==> src/rtl/period_meas_ctrl.sv <==
// period_meas_ctrl: arms on a rising edge of an asynchronous wave, measures
// PERIODS consecutive periods in clk cycles, and returns their average over a
// valid/ready handshake. A no-edge timeout and a software abort supervise the run.
`timescale 1ns/1ps
module period_meas_ctrl #(
    parameter int PERIODS      = 4,
    parameter int LOG2_PERIODS = 2,
    parameter int CNT_W        = 32,
    parameter int TIMEOUT_CYC  = 50000000
) (
    input  logic             clk,
    input  logic             reset_n,
    input  logic             start,
    input  logic             abort,
    input  logic             wave,
    output logic             busy,
    output logic [CNT_W-1:0] result,
    output logic             result_valid,
    input  logic             result_ready,
    output logic             timeout
);
    localparam int ACC_W = CNT_W + LOG2_PERIODS;
    // keep k at least one bit wide so PERIODS=1 still elaborates
    localparam int K_W   = (LOG2_PERIODS > 0) ? LOG2_PERIODS : 1;
    localparam logic [CNT_W-1:0] TO_LAST = CNT_W'(TIMEOUT_CYC - 1);
    localparam logic [K_W-1:0]   K_LAST  = K_W'(PERIODS - 1);

    typedef enum logic [1:0] {S_IDLE, S_ARM, S_MEAS, S_DONE} state_t;

    state_t           r_state;
    state_t           w_state_nxt;
    logic             r_s1, r_s2, r_s3;
    logic             w_edge;
    logic [CNT_W-1:0] r_cnt;
    logic [CNT_W-1:0] w_cnt_inc;
    logic [CNT_W-1:0] w_per;
    logic [ACC_W-1:0] r_acc;
    logic [ACC_W-1:0] w_acc_nxt;
    logic [K_W-1:0]   r_k;
    logic [CNT_W-1:0] r_result;
    logic             r_timeout;
    logic             w_acc_en;
    logic             w_close;
    logic             w_tmo_fire;

    // fixed 3-clk edge latency keeps every measured period exact
    assign w_edge     = r_s2 & ~r_s3;
    assign w_cnt_inc  = (r_cnt == '1) ? r_cnt : r_cnt + CNT_W'(1);
    // cnt+1 at the closing edge equals the period; wraps only if cnt saturated
    assign w_per      = r_cnt + CNT_W'(1);
    assign w_acc_nxt  = r_acc + ACC_W'(w_per);
    // abort outranks both edge and timeout in the same cycle
    assign w_acc_en   = (r_state == S_MEAS) & w_edge & ~abort;
    assign w_close    = w_acc_en & (r_k == K_LAST);
    assign w_tmo_fire = ((r_state == S_ARM) | (r_state == S_MEAS)) & ~abort
                        & ~w_edge & (r_cnt == TO_LAST);

    assign result  = r_result;
    assign timeout = r_timeout;

    // two-flop synchronizer plus the delayed copy used for edge detection
    always_ff @(posedge clk or negedge reset_n) begin
        if (!reset_n) begin
            r_s1 <= 1'b0;
            r_s2 <= 1'b0;
            r_s3 <= 1'b0;
        end else begin
            r_s1 <= wave;
            r_s2 <= r_s1;
            r_s3 <= r_s2;
        end
    end

    // state register
    always_ff @(posedge clk or negedge reset_n) begin
        if (!reset_n) r_state <= S_IDLE;
        else          r_state <= w_state_nxt;
    end

    // next-state and handshake outputs
    always_comb begin
        w_state_nxt  = r_state;
        busy         = (r_state != S_IDLE);
        result_valid = (r_state == S_DONE);
        case (r_state)
            S_IDLE: if (start) w_state_nxt = S_ARM;
            S_ARM: begin
                if (abort)           w_state_nxt = S_IDLE;
                else if (w_edge)     w_state_nxt = S_MEAS;
                else if (w_tmo_fire) w_state_nxt = S_DONE;
            end
            S_MEAS: begin
                if (abort)           w_state_nxt = S_IDLE;
                else if (w_close)    w_state_nxt = S_DONE;
                else if (w_tmo_fire) w_state_nxt = S_DONE;
            end
            S_DONE: if (result_ready) w_state_nxt = S_IDLE;
            default: w_state_nxt = S_IDLE;
        endcase
    end

    // counter, accumulator, period index and the held result/timeout
    always_ff @(posedge clk or negedge reset_n) begin
        if (!reset_n) begin
            r_cnt     <= '0;
            r_acc     <= '0;
            r_k       <= '0;
            r_result  <= '0;
            r_timeout <= 1'b0;
        end else if (r_state == S_IDLE) begin
            r_cnt <= '0;
            r_acc <= '0;
            r_k   <= '0;
            if (start) r_timeout <= 1'b0;
        end else begin
            r_cnt <= w_edge ? '0 : w_cnt_inc;
            if (w_acc_en) begin
                r_acc <= w_acc_nxt;
                r_k   <= r_k + K_W'(1);
            end
            if (w_close) begin
                r_result  <= w_acc_nxt[ACC_W-1:LOG2_PERIODS];
                r_timeout <= 1'b0;
            end else if (w_tmo_fire) begin
                r_result  <= '0;
                r_timeout <= 1'b1;
            end
        end
    end
endmodule
==> config.mk <==
export PLATFORM = sky130hd
export DESIGN_NAME = period_meas_ctrl
export DESIGN_NICKNAME = d
export VERILOG_FILES = /design/src/rtl/period_meas_ctrl.sv
export SDC_FILE = /design/constraint.sdc
export NUM_CORES = 1
export LEC_CHECK = 0
export BUFFER_PORTS_ARGS = -buffer_cell sky130_fd_sc_hd__buf_2
export CAP_MARGIN = 20
export CORE_MARGIN = 8
export CORE_UTILIZATION = 45
export DETAILED_ROUTE_END_ITERATION = 8
export HOLD_SLACK_MARGIN = 0.1
export SYNTH_ARGS = -nofsm -noshare
export SYNTH_HDL_FRONTEND = slang
export SYNTH_SLANG_ARGS = --single-unit
==> constraint.sdc <==
create_clock -name clk -period 7.6 [get_ports clk]
set_input_delay 1.14 -clock clk [delete_from_list [all_inputs] [get_ports clk]]
set_output_delay 1.14 -clock clk [all_outputs]
set_load 0.1 [all_outputs]
Yosys cells after proc, flatten, opt, wreduce, memory -nomap -nowiden
Cells that the tools add are included.
Widths: inputs -> output; s select.
- reductions and logical operators: 8
- add/subtract/negate cells: 3
- equality and inequality tests: 9
- muxes and demuxes: 21
- bitwise operators: 12
- operators with widths (operator ; number):
    $mux 32 ; 5
    $mux 34 ; 2
    $add 34x32->34 ; 1
    $add 32x1->32 const B ; 1
    $eq 32x26->1 const B ; 1
    $eq 32x32->1 const B ; 1
    $mux 2 ; 9
    $pmux 2 s4 ; 1
    $and 1x1->1 ; 7
    $eq 2x2->1 const B ; 3
    $reduce_and 2->1 ; 3
    $reduce_bool 2->1 ; 3
    $mux 1 ; 4
    $not 1->1 ; 4
    $ne 3x2->1 const B ; 1
    $reduce_bool 3->1 ; 1
    $add 2x1->2 const B ; 1
    $eq 2x1->1 const B ; 1
    $logic_not 2->1 ; 1
    $ne 2x1->1 const B ; 1
    $ne 2x2->1 const B ; 1
    $or 1x1->1 ; 1
- bits in registers: 106
- logic and storage cells: 62

Depth between registers and ports, before layout
Gate-level depths: netlist of run 1.
- depth in word-level cells: 9
- depth in mapped cells: 17

Least setup slack after synthesis of run 1
Ideal clock, no wire load.
- kind: reg-to-reg
- start: reg r_cnt[0]
- end: reg r_result[29] (netlist: result[29])
- cell stages (with the launch flop): 18
- required time: 7477 ps
- path slack: 3824 ps
- clock period less this slack: 3776 ps
- library setup time: 123 ps
- data arrival time: 3653 ps
- cells stage by stage: dfrtp_1 -> ha_1 -> nand3_1 -> nor3_1 -> and2_1 -> and2_1 -> nand3_1 -> xnor2_1 -> ha_1 -> clkbuf_1 -> a21oi_1 -> o21ai_1 -> nor2_1 -> nand4_1 -> a21oi_2 -> a211oi_2 -> or3_1 -> a32o_1
- longest elaborated chain between the ends: 4
- elaborated cells between the ends (all ways): 7
- classes of those cells: add/sub: 2; eq/ne: 1; mux: 1; bitwise: 1; reduce/logical: 2
- ends and longest elaborated chain (element ; RTL line ; text):
    from (decl) ; 34 ; logic [CNT_W-1:0] r_cnt;
    from (signal assigned) ; 116 ; r_cnt <= w_edge ? '0 : w_cnt_inc;
    parallel branches: the longest is 4 deep, another holds $add 34x32->34 ; -- ;
    to (signal assigned) ; 122 ; r_result <= w_acc_nxt[ACC_W-1:LOG2_PERIODS];
    to (decl) ; 40 ; logic [CNT_W-1:0] r_result;
Parallel ways; which one is timed is not known.
A chain may end at the register's enable or synchronous reset.

Worst setup path in the final report of run 1
Ends and elaborated chain as after synthesis.

==> flow_summary_export.csv, run 1 <==
group,metric,value,unit
placement,hpwl,12660,um
worst_hold_path,hp-class,"reg2reg",
status,status,"complete, no violations",
yosys,synth-edff-count,0,
yosys,synth_top_cell_area_share,40.20,%
sta,slew_headroom,36.84,%
yosys,syn_inst,747,
critical_path,worstPathCellList,"ha_1, nand3_1, nor3_1, and2_1, and2_1, nand3_1, xnor2_1, ha_1, a21oi_1, o21ai_1, nor2_1, nand4_1, a21oi_2, a211oi_2, or3_1, a32o_1",
drt,wl_per_cell,17.98,um
final_layout,final_area,7254,sq um
sta,timing.final.ws_setup,3.185,ns
critical_path,cp.required,7.86,ns
sta,finalSetupViolations,0,
sta,slew_violations,0,
cts,htreeDepth,3,
sta,tns,0,ns
final_layout,fin_nets,818,
cts,cts_resized,0,
global_routing,grt_usage,19.32,%
power_and_ir_drop,leakagePower,3.627,nW
cts,cts_sinks,106,
yosys,ys_seq_elements,106,
yosys,synth.net_count,792,
yosys,avgSynthCellArea,8.834,sq um
cts,path_clk_slew,0.08,ns
worst_hold_path,hold_depth,0,
run,cap_viol_max_count,0,
final_layout,n_antenna_cell,0,
cts,worstSkewPairLatency,0.36,ns
worst_hold_path,hold_end,"r_s2$_DFF_PN0_",
placement,portBuffers,40,
critical_path,critPathLaunchType,"flip-flop",
floorplanning,initial_core_util,45.75,%
sta,hold_viol,0,
floorplanning,die_area,18800,sq um
critical_path,r2r_start,"r_cnt[0]$_DFFE_PN0P_",
sta,fin_crit,4.415,ns
drt,ant_nets,0,
critical_path,end_kind,"flip-flop",
floorplanning,core_area,14420,sq um
global_routing,grt_use_met1,25.54,%
sta,period_share,58.09,%
placement,gp_congestion,0.8992,
power_and_ir_drop,power_density,174.4,nW/um^2
cts,cts-root-buf,"clkbuf_16",
yosys,ys_seq_area_share,40.20,%
power_and_ir_drop,ir_drop,137.9,uV
yosys,ys.flop_type,"dfrtp_1",
drt,dr.pass1.iters,4,
final_layout,fillCellCount,1386,
placement,placed_area,6957,sq um
floorplanning,die_height,137.1,um
floorplanning,die_w,137.1,um
power_and_ir_drop,pwr-share-seq,46.4,%
cts,numCtsBuffers,9,
final_layout,syn2layout_area_growth,9.936,%
cts,clk_path_buf_depth,2,
sta,finClkSkew,0.009702,ns
global_routing,busiest_layer,"met2",
cts,cts_tree,"yes",
floorplanning,io_pins,41,
power_and_ir_drop,p_int,847.5,uW
global_routing,grt-ovfl-total,0,
sta,rsz0062_at_grt,"no",
critical_path,arrival,4.67,ns
yosys,synth_area_leaders,"dfrtp_1 40%, nand2_1 7.6%, ha_1 7.2%, xnor2_1 4.5%, a21oi_1 3.6%",
critical_path,max_stage_delay,0.58,ns
yosys,synth_area,6599,sq um
drt,wirelength,17290,um
yosys,yosysTopAreaCell,"dfrtp_1",
sta,worst_slew_pin_slew,0.9445,ns
power_and_ir_drop,switchingPower,417.5,uW
power_and_ir_drop,p_clk_share,35.5,%
critical_path,critPathMaxFanout,8,
drt,drc,0,
global_routing,grtUsageMet2,31.12,%
drt,dr.first_iter.drc_count,376,
critical_path,r2r_slack,3.19,ns
critical_path,crit_slowest_cell,"nor3_1",
placement,dp_slack,3.203,ns
yosys,yosys_warnings,0,
power_and_ir_drop,swShare,33.01,%
critical_path,rr_worst_depth,16,
critical_path,worstSetupPathType,"reg2reg",
final_layout,drive_gt1_share,11.83,%
worst_hold_path,hp-start,"r_s1$_DFF_PN0_",
drt,vias_per_cell,5.715,
global_routing,grt_pass1_wl,28400,um
critical_path,r2r_end,"result[29]$_DFFE_PN0P_",
yosys,synthDistinctLibCells,69,
yosys,async_reset_ff_share,100.0,%
global_routing,antenna_found_initial,0,
global_routing,grt_pass1_vias,5450,
power_and_ir_drop,pwr-share-comb,18.2,%
floorplanning,std_cell_rows,44,
global_routing,grt_max_degree,59,
global_routing,use_met3,3.598,%
cts,postCtsHoldBufs,0,
cts,post_cts_buffers,0,
drt,vias,5498,
sta,clock.fmax,226.5,MHz
per-stage QoR:
stage               hold slack (ns)  util [%]  total power, mW  std cells
finish                       0.3551     50.29            1.265        962
global route                 0.3721     50.29            1.322        962
CTS                          0.3556     50.10            1.275        961
detailed placement           0.3395     48.23           0.8267        945
global placement             0.3361     48.23           0.8211        945
floorplan                    0.3312         -           0.7484        747
worst max path at each step:
stage / slack [ns] / depth (start not counted) / end / startpoint
2_1_floorplan: 3.82 / 17 / result[29]$_DFFE_PN0P_ / r_cnt[0]$_DFFE_PN0P_
3_3_place_gp: 3.43 / 16 / result[29]$_DFFE_PN0P_ / r_cnt[0]$_DFFE_PN0P_
3_5_place_dp: 3.20 / 16 / result[29]$_DFFE_PN0P_ / r_cnt[0]$_DFFE_PN0P_
4_1_cts: 3.18 / 16 / result[29]$_DFFE_PN0P_ / r_cnt[0]$_DFFE_PN0P_
5_1_grt: 2.80 / 15 / result[29]$_DFFE_PN0P_ / r_cnt[1]$_DFFE_PN0P_
6_report: 3.19 / 16 / result[29]$_DFFE_PN0P_ / r_cnt[0]$_DFFE_PN0P_
critical path: cells and delay by family, from the launching register on:
kind / cells / cell delay, ns
AOI/OAI and AO/OA: 5 / 1.02
adders and majority gates: 2 / 0.57
DFF: 1 / 0.40
xor gates and xnor gates: 1 / 0.21
and+or+nand+nor: 8 / 2.11
power by group through the flow:
stage,clock network [mW],registers [mW],logic [mW]
floorplan,0,0.594,0.154
finish,0.448,0.586,0.230
detailed placement,0,0.597,0.229
global placement,0,0.596,0.226
global route,0.479,0.588,0.254
CTS,0.458,0.586,0.231
cell usage after synthesis (10+ instances only):
| cell type | number |
|---|---|
| nand2_1 | 133 |
| dfrtp_1 | 106 |
| nor2_1 | 51 |
| a21oi_1 | 47 |
| ha_1 | 38 |
| xnor2_1 | 34 |
| nand3_1 | 33 |
| o21ai_0 | 30 |
| clkbuf_1 | 23 |
| inv_1 | 23 |
| a21o_1 | 19 |
| xor2_1 | 19 |
| a22o_1 | 17 |
| and3_1 | 13 |
| nand4_1 | 13 |
| or3_1 | 10 |
cell type report:
type / instances / area (sq um) / share of cell area [%]
clock buffers: 10 / 229.0 / 3.156
inverters: 23 / 86.33 / 1.190
clock inverters: 6 / 41.29 / 0.5692
repair buffers: 50 / 297.8 / 4.105
multi-input cells: 583 / 3717 / 51.24
well taps: 184 / 230.2 / 3.174
flip-flops and latches: 106 / 2653 / 36.56
state kept, by name, summed over array words and instances (netlist names):
signal   cells
r_acc       34
r_cnt       32
r_k          2
r_s1         1
r_s2         1
r_s3         1
r_state      2
result      32
timeout      1
cell usage in the layout (no fill, tap or decap), types with 5 or more instances in the layout:
cell type  count
nand3_1       33
ha_1          38
clkbuf_16      9
a22o_1        17
a211oi_1       7
and2_1         6
buf_2         39
nor2_1        50
nand3b_1       5
dfrtp_1      106
o21ai_0       30
a31oi_1        6
and3_1        13
nand4_1       13
nor2b_1        6
inv_1         23
o31ai_1        7
nor3_1         8
nand2_1      133
a21o_1        19
xor2_1        19
xnor2_1       34
buf_4         10
or3_1         10
a21oi_1       47
cell families after synthesis:
kind of cell / after synthesis / share of synthesized area [%]
buffers and inverters: 58 / 3.584
xor gates and xnor gates: 53 / 7.035
AOI/OAI and AO/OA: 183 / 19.23
and+or+nand+nor: 304 / 21.77
adders and majority gates: 39 / 7.509
muxes: 4 / 0.6825
DFF: 106 / 40.20
per-layer routing:
| layer | vias up | part of all wire [%] | routed length (um) |
|---|---|---|---|
| met5 | - | 0 | 0 |
| met4 | 0 | 1.9 | 320 |
| met1 | 2659 | 47 | 8133 |
| li1 | 2699 | - | - |
| met2 | 116 | 46 | 8031 |
| met3 | 24 | 4.7 | 808 |
(Power assumes the default switching activity.)
==> run 2: changes to the inputs <==
Clock period 7.6 ns to 3.9 ns, I/O delays scaled along.
==> run 2 against run 1 <==
Against the previous run: clock skew down 0.0035 ns; cell count rose by 2.2%; register-to-register slack got worse by 2.9 ns; via count increased by 2.3%; flip-flop and latch count is the same; critical path type unchanged; largest cell class unchanged; largest power group unchanged.
==> flow_summary_export.csv, run 2 (same netlist as run 1, synthesis figures left out) <==
group,metric,value,unit
final_layout,fin_nets,839,
power_and_ir_drop,p_clk_share,36.7,%
global_routing,grt-ovfl-total,0,
final_layout,drive_gt1_share,16.27,%
drt,route.met3.wl,648,um
worst_hold_path,hold_depth,1,
placement,portBuffers,40,
status,status,"complete, no violations",
critical_path,worstPathCellList,"and4_2, and3_1, and3_4, and2_1, nand3_1, xnor2_2, ha_1, a21oi_1, o21ai_2, nor2_2, nand4_1, a21oi_4, a211oi_2, or3_1, a32o_1",
critical_path,cp_num_cells,15,
critical_path,max_stage_delay,0.41,ns
placement,place_inst,961,
critical_path,critPathTopFamily,"simple AND/OR/NAND/NOR gates",
sta,clock.fmax,273.2,MHz
final_layout,fin_cells,983,
global_routing,grt_pass1_vias,5522,
final_layout,final_common_cell,"nand2_1",
power_and_ir_drop,power,2.507,mW
floorplanning,core_area,14420,sq um
power_and_ir_drop,power_density,333.2,nW/um^2
drt,wirelength,17280,um
drt,ant_nets,0,
power_and_ir_drop,pwr-share-seq,45.5,%
sta,fin_crit,3.660,ns
drt,dr.pass1.iters,4,
final_layout,n_antenna_cell,0,
sta,period_share,93.86,%
critical_path,worstSetupPathType,"reg2reg",
worst_hold_path,hp-class,"in2reg",
cts,cts_sinks,106,
sta,worst_slew_pin_slew,0.9501,ns
critical_path,crit_buf_inv,0,
power_and_ir_drop,swShare,31.78,%
drt,vias_per_cell,5.721,
global_routing,grt_max_degree,73,
run,cap_viol_max_count,0,
critical_path,end_kind,"flip-flop",
cts,cts-root-buf,"clkbuf_16",
floorplanning,std_cell_rows,44,
final_layout,syn2layout_area_growth,14.05,%
critical_path,cp.required,4.15,ns
global_routing,grt_usage,19.17,%
cts,clk_path_buf_depth,2,
sta,slew_violations,0,
power_and_ir_drop,switchingPower,796.9,uW
power_and_ir_drop,pwr-share-comb,17.8,%
power_and_ir_drop,leakagePower,3.785,nW
critical_path,arrival,3.91,ns
cts,cts_tree,"yes",
global_routing,grt_pass1_wl,28510,um
cts,worstSkewPairLatency,0.36,ns
final_layout,final_area,7526,sq um
cts,numCtsBuffers,9,
drt,wl_met1,8025,um
floorplanning,io_pins,41,
sta,tns,0,ns
power_and_ir_drop,p_int,1.710,mW
critical_path,critPathMaxFanout,5,
critical_path,critPathLaunchType,"flip-flop",
sta,whs,0.3360,ns
sta,slew_headroom,36.66,%
global_routing,antenna_found_initial,0,
floorplanning,die_height,137.1,um
final_layout,layout_common_cells,"133 x nand2_1, 106 x dfrtp_1, 48 x nor2_1",
sta,finalSetupViolations,0,
drt,dr_wl_met2,8255,um
drt,top_layer,"met4",
floorplanning,die_area,18800,sq um
placement,placed_area,7077,sq um
final_layout,largest_reg_flops,34,
cts,path_clk_slew,0.07,ns
sta,hold_viol,0,
floorplanning,initial_core_util,45.75,%
placement,gp_congestion,0.8765,
drt,dr.first_iter.drc_count,306,
cts,htreeDepth,3,
cts,postCtsHoldBufs,0,
drt,wl_per_cell,17.58,um
placement,hpwl,12750,um
sta,finClkSkew,0.006214,ns
drt,vias,5624,
floorplanning,die_w,137.1,um
critical_path,crit_slowest_cell,"dfrtp_1",
power_and_ir_drop,ir_drop,209.0,uV
drt,drc,0,
sta,rsz0062_at_grt,"yes",
final_layout,top_register,"r_acc",
critical_path,rr_worst_depth,15,
run 2: changes by cell type in the layout (fill, tap and decap cells not counted), sizes merged:
cell      before  now
buf           50   71
clkbuf        10   13
clkinv         2    1
clkinvlp       3    1
run 2: cell type report:
type / count / area, sq um
Multi-Input combinational cell: 583 / 3810
Sequential cell: 106 / 2653
Timing Repair Buffer: 71 / 455.4
Clock inverter: 3 / 21.27
Inverter: 23 / 86.33
Fill cell: 1343 / 6898
Tap cell: 184 / 230.2
Clock buffer: 13 / 270.3
run 2: per-stage QoR:
| stage | worst slack [ns] | util (%) |
|---|---|---|
| final | 0.2395 | 52.18 |
| after global routing | -0.02622 | 52.18 |
| after CTS | 0.04872 | 51.08 |
| after detailed placement | 0.06337 | 49.06 |
| after global placement | 0.1490 | 49.06 |
| after floorplan | 0.1240 | - |
run 2: power by group through the flow:
stage                     Combinational, mW  Sequential (mW)  Clock, mW
after global placement                0.442             1.16          0
after CTS                             0.448             1.14      0.940
after global routing                  0.494             1.15      0.980
final                                 0.446             1.14      0.919
after floorplan                       0.300             1.16          0
after detailed placement              0.448             1.16          0
run 2: final timing paths:
kind / end / slack, ns / startpoint
max: result[29]$_DFFE_PN0P_ / 0.24 / r_cnt[12]$_DFFE_PN0P_
min: r_s1$_DFF_PN0_ / 0.34 / wave
max in group asynchronous: r_cnt[10]$_DFFE_PN0P_ / 2.70 / reset_n
min reg2reg: r_s2$_DFF_PN0_ / 0.36 / r_s1$_DFF_PN0_
max reg2reg: result[29]$_DFFE_PN0P_ / 0.24 / r_cnt[12]$_DFFE_PN0P_
min in group asynchronous: result[13]$_DFFE_PN0P_ / 0.37 / reset_n
run 2: worst reg2reg max path, stage by stage, from the launching register on:
cell      delay (ns)
dfrtp_1         0.41
and4_2          0.29
and3_1          0.21
and3_4          0.22
and2_1          0.18
nand3_1         0.13
xnor2_2         0.16
ha_1            0.34
a21oi_1         0.18
o21ai_2         0.10
nor2_2          0.15
nand4_1         0.18
a21oi_4         0.27
a211oi_2        0.13
or3_1           0.35
a32o_1          0.26
run 2: repair_timing:
item                                   4_1_cts  5_1_grt
gates resized for setup                      0       23
setup buffers                                0        5
setup endpoints to repair                    0       20
endpoints found under the hold margin        0        0
run 2: per-layer routing:
metal	global-route usage [%]	vias up
met5	0	-
met4	6.518	0
met3	2.386	24
met2	31.47	124
met1	25.55	2729
li1	-	2747
